$ cat src/rtl/micro_sequencer.sv
`default_nettype none
// ============================================================================
// Module      : micro_sequencer
// Description : Microaddress register, control store and run/halt sequencer
//               for a microprogrammed control unit. Latches the next
//               microaddress each cycle, returns na/br to the next-address
//               logic, drives datapath control bits, stalls on memory wait
//               and offers a control-store load port in IDLE/HALT.
//               Optional build macro: USTORE_PARITY_EN (even-parity bit per
//               stored word, sticky err, halt on a bad microword).
// Revision    : 1.0 - initial release
// ============================================================================
module micro_sequencer #(
  parameter int AW         = 5,
  parameter int CTRL_W     = 16,
  parameter int FETCH_ADDR = 0
) (
  input  logic                 clk,
  input  logic                 rst,
  input  logic                 start,
  input  logic [AW-1:0]        next_addr,
  input  logic                 mem_ready,
  input  logic                 load_we,
  input  logic [AW-1:0]        load_addr,
`ifdef USTORE_PARITY_EN
  input  logic [CTRL_W+AW+3:0] load_data,
`else
  input  logic [CTRL_W+AW+2:0] load_data,
`endif
  output logic [AW-1:0]        upc,
  output logic [AW-1:0]        na,
  output logic                 br,
  output logic [CTRL_W-1:0]    ctrl,
  output logic                 mem_req,
  output logic                 stalled,
  output logic                 running,
  output logic                 halted,
  output logic                 err
);

  // Microword field positions: {[parity], ctrl, end, mem_req, br, na}
  localparam int CW_W     = CTRL_W + AW + 3;
`ifdef USTORE_PARITY_EN
  localparam int SW       = CW_W + 1;
`else
  localparam int SW       = CW_W;
`endif
  localparam int DEPTH    = 1 << AW;
  localparam int BR_B     = AW;
  localparam int MREQ_B   = AW + 1;
  localparam int END_B    = AW + 2;
  localparam int CTRL_LSB = AW + 3;
  localparam logic [AW-1:0] FETCH_A = AW'(FETCH_ADDR);

  typedef enum logic [1:0] {
    S_IDLE = 2'd0,
    S_RUN  = 2'd1,
    S_HALT = 2'd2
  } state_t;

  state_t        state_q, state_d;
  logic [AW-1:0] upc_q, upc_d;
  logic [SW-1:0] cw_q, cw_d;
  logic          store_we;
  logic [SW-1:0] store_mem [DEPTH];

`ifdef USTORE_PARITY_EN
  logic err_q, err_d;
  logic perr;

  // Even parity over the whole held word, including the parity bit
  assign perr = ^cw_q;
`endif

  // Next-state, microaddress and microword selection
  always_comb begin
    state_d  = state_q;
    upc_d    = upc_q;
    cw_d     = cw_q;
    store_we = 1'b0;
`ifdef USTORE_PARITY_EN
    err_d    = err_q;
`endif
    case (state_q)
      S_RUN: begin
`ifdef USTORE_PARITY_EN
        if (perr) begin
          err_d   = 1'b1;
          state_d = S_HALT;
        end else
`endif
        if (cw_q[END_B]) begin
          state_d = S_HALT;
        end else if (!(cw_q[MREQ_B] && !mem_ready)) begin
          upc_d = next_addr;
          cw_d  = store_mem[next_addr];
        end
      end
      default: begin
        // IDLE and HALT: store is writable; start enters at FETCH with write-first bypass
        store_we = load_we;
        if (start) begin
          state_d = S_RUN;
          upc_d   = FETCH_A;
          if (load_we && (load_addr == FETCH_A)) begin
            cw_d = load_data;
          end else begin
            cw_d = store_mem[FETCH_A];
          end
        end
      end
    endcase
  end

  // Sequencer state registers with synchronous reset
  always_ff @(posedge clk) begin
    if (rst) begin
      state_q <= S_IDLE;
      upc_q   <= '0;
      cw_q    <= '0;
    end else begin
      state_q <= state_d;
      upc_q   <= upc_d;
      cw_q    <= cw_d;
    end
  end

`ifdef USTORE_PARITY_EN
  // Sticky parity error flag, cleared only by reset
  always_ff @(posedge clk) begin
    if (rst) begin
      err_q <= 1'b0;
    end else begin
      err_q <= err_d;
    end
  end

  assign err = err_q;
`else
  assign err = 1'b0;
`endif

  // Control store write port; contents survive reset
  always_ff @(posedge clk) begin
    if (store_we && !rst) begin
      store_mem[load_addr] <= load_data;
    end
  end

  assign running = (state_q == S_RUN);
  assign halted  = (state_q == S_HALT);
  assign upc     = upc_q;
  assign na      = cw_q[AW-1:0];
  assign br      = cw_q[BR_B];
  assign mem_req = running ? cw_q[MREQ_B] : 1'b0;

`ifdef USTORE_PARITY_EN
  assign ctrl    = (running && !perr) ? cw_q[CTRL_LSB +: CTRL_W] : '0;
  assign stalled = running && !perr && !cw_q[END_B] && cw_q[MREQ_B] && !mem_ready;
`else
  assign ctrl    = running ? cw_q[CTRL_LSB +: CTRL_W] : '0;
  assign stalled = running && !cw_q[END_B] && cw_q[MREQ_B] && !mem_ready;
`endif

endmodule
`default_nettype wire

$ cat config.mk
export PLATFORM = sky130hd
export DESIGN_NAME = micro_sequencer
export DESIGN_NICKNAME = d
export VERILOG_FILES = /design/src/rtl/micro_sequencer.sv
export SDC_FILE = /design/constraint.sdc
export NUM_CORES = 1
export LEC_CHECK = 0
export ABC_AREA = 1
export CAP_MARGIN = 20
export CORE_ASPECT_RATIO = 0.8
export CORE_MARGIN = 8
export CORE_UTILIZATION = 62
export DETAILED_ROUTE_END_ITERATION = 8
export PLACE_DENSITY_LB_ADDON = 0.12
export SYNTH_ARGS = -nofsm -noshare
export SYNTH_HDL_FRONTEND = slang
export SYNTH_SLANG_ARGS = --single-unit
$ cat constraint.sdc
create_clock -name clk -period 4.3 [get_ports clk]
set_clock_uncertainty 0.2 [all_clocks]
set_input_delay 0.86 -clock clk [delete_from_list [all_inputs] [get_ports clk]]
set_output_delay 0.86 -clock clk [all_outputs]
set_load 0.05 [all_outputs]
==> impl_metrics.csv <==
group,metric,value,unit
grt,grt_pass1_vias,21955,
status,status,"completed",
sta,tns,0,ns
yosys,yosysSeqAreaShare,71.94,%
clock_network,clk_latency,0.62,ns
clock_network,clk_pin_slew,0.06,ns
grt,grt_start_max_net_pins,166,
sta,worst-slew-pin-transition,1.165,ns
yosys,ys_types,28,
final_layout,drive_above_1_share,8.979,%
final_layout,nFillCells,3632,
sta,setup_ws,0.3611,ns
yosys,synth_seq_cells,799,
floorplanning,fp.coreArea,0.05246,mm2
clock_network,cts_tree,"done",
yosys,postSynthCellCount,2941,
clock_network,cts_setup_buffers,0,
clock_network,cts_buffers,75,
sta,fmax,0.2539,GHz
sta,max-slew-margin-rel,22.32,%
sta,grt_setup_unrepaired,"no",
yosys,syn_nets,2980,
yosys,synthTopCellsByArea,"edfxtp_1, nand2_1, nand3_1",
grt,overflow,0,
clock_network,postCtsHoldBufs,0,
drt,wl_per_cell,22.55,um
yosys,syn_area,0.03292,mm2
yosys,synth.avg_cell_area,11.19,um2
setup_path,arrival,2.88,ns
setup_path,critPathKind,"flip-flop to primary output",
sta,period_minus_slack,3.939,ns
yosys,synth-warning-count,0,
power_and_ir_drop,irDropWorstVdd,385.7,uV
sta,setup_viol_count_final,0,
power_and_ir_drop,p_leak,13.86,nW
grt,track_usage,27.73,%
yosys,synth_flop_cell,"edfxtp_1",
final_layout,synthToLayoutAreaGrowth,12.64,%
place,dpl.hpwl,49150,um
floorplanning,dieArea,0.06077,mm2
drt,drt-initial-drc-count,2945,
grt,met1_usage,40.60,%
floorplanning,fp.dieW,273.6,um
yosys,synth_top_area_share,70.05,%
sta,post-route-period-util,91.60,%
final_layout,final_core_util,70.69,%
drt,ant_nets,0,
final_layout,diodes,0,
grt,grt_pass1_wl,129300,um
final_layout,fin_cells,3767,
grt,gr-usage-met2,41.50,%
grt,use_met3,6.251,%
place,gp_congestion,0.9103,
hold_path,hold_class,"flip-flop to flip-flop",
yosys,synth_edf_count,768,
place,placed_cell_area,0.03462,mm2
floorplanning,die_y,222.1,um
place,io_buffers,69,
drt,vias,22695,
grt,antenna_found_initial,1,
final_layout,nets,3055,
power_and_ir_drop,power_density,444.6,mW/mm2
run,maxCapViolCount,0,
final_layout,design_area,0.03708,mm2
sta,drv_slew,0,
place,post-place-ws,0.6134,ns
drt,first_pass_iters,6,
sta,final_hold_viol_count,0,
yosys,synthArstFlopShare,0,%
place,dp_cells,3632,
floorplanning,initial_core_util,62.76,%
sta,holdWs,0.2773,ns
power_and_ir_drop,power,16.49,mW
clock_network,cts.sink_count,799,
clock_network,clockBufferDepth,3,
floorplanning,std_cell_rows,75,
setup_path,worstSetupEndpointType,"primary output",
floorplanning,ios,71,
yosys,synth_common_cells,"nand2_1, edfxtp_1, nand3_1",
yosys,yosysMostFrequentCell,"nand2_1",
drt,drc_errors,0,
setup_path,crit_fanout,28,
setup_path,startpoint_type,"flip-flop",
clock_network,cts_resized,0,
grt,top_usage_layer,"met2",
clock_network,h-tree-depth,3,
drt,finalWirelength,84950,um
clock_network,cts-root-buf,"clkbuf_16",
yosys,synth_top_area_cell,"edfxtp_1",
setup_path,cp_data_required_time,3.24,ns
drt,routed_via_density,6.025,
==> final timing paths <==
path                            cells after the start                    end  slack (ns)               startpoint
worst max-delay path                                5                stalled        0.36  state_q[0]$_SDFFE_PP0P_
worst min-delay path                                2    upc[4]$_SDFFE_PP0P_        0.28      upc[4]$_SDFFE_PP0P_
worst max register to register                     10  cw_q[21]$_SDFFE_PP0P_        1.34  state_q[0]$_SDFFE_PP0P_
worst min register to register                      2    upc[4]$_SDFFE_PP0P_        0.28      upc[4]$_SDFFE_PP0P_
==> kinds of logic after synthesis <==
family | share of synthesized area (%)
and+or+nand+nor | 22.71
DFF | 71.94
buffers and inverters | 4.078
AOI/OAI and AO/OA | 1.262
other | 0.01139
==> area by class of cell <==
cell class	instances	area, um2	share of cell area (%)
clock buffers	101	2152	5.804
clock inverters	34	310.3	0.8368
inverters	106	412.9	1.113
multi-input cells	1849	7994	21.56
flip-flops and latches	799	23680	63.87
well taps	693	867.1	2.338
repair buffers	185	1663	4.484
==> critical path, cell delays in order (launching register included) <==
cell	delay, ns
dfxtp_1	0.35
inv_2	0.07
nor2_8	0.45
inv_2	0.29
nor4_1	0.25
clkdlybuf4s50_1	0.86
==> sequential cells by signal, summed over array words and instances, names as in the netlist <==
name       count
upc            5
store_mem    768
state_q        2
cw_q          24
==> where the power goes <==
part	switching [mW]	internal, mW
clock	2.78	3.87
sequential	0.0252	8.58
combinational	0.911	0.329
total	3.71	12.8
==> cells in the final DEF (no fill, tap or decap), drive strengths merged <==
| cell | n |
|---|---|
| nand2 | 1095 |
| edfxtp | 768 |
| nand3 | 586 |
| buf | 121 |
| inv | 101 |
| clkbuf | 101 |
| clkdlybuf4s50 | 64 |
| nor2 | 61 |
| o21ai | 48 |
| clkinv | 32 |
| dfxtp | 31 |
| a21oi | 30 |
| nand4 | 23 |
| bufinv | 6 |
| o21a | 1 |
| o22ai | 1 |
| nor4 | 1 |
| a211oi | 1 |
| nor3 | 1 |
| conb | 1 |
| clkinvlp | 1 |
==> routing by layer <==
metal,up-vias,share of wire (%)
met5,-,0
met4,0,2.7
met3,158,12
met2,1293,45
met1,10966,41
li1,10278,-
Note: power is estimated with default switching activity, not from simulation.
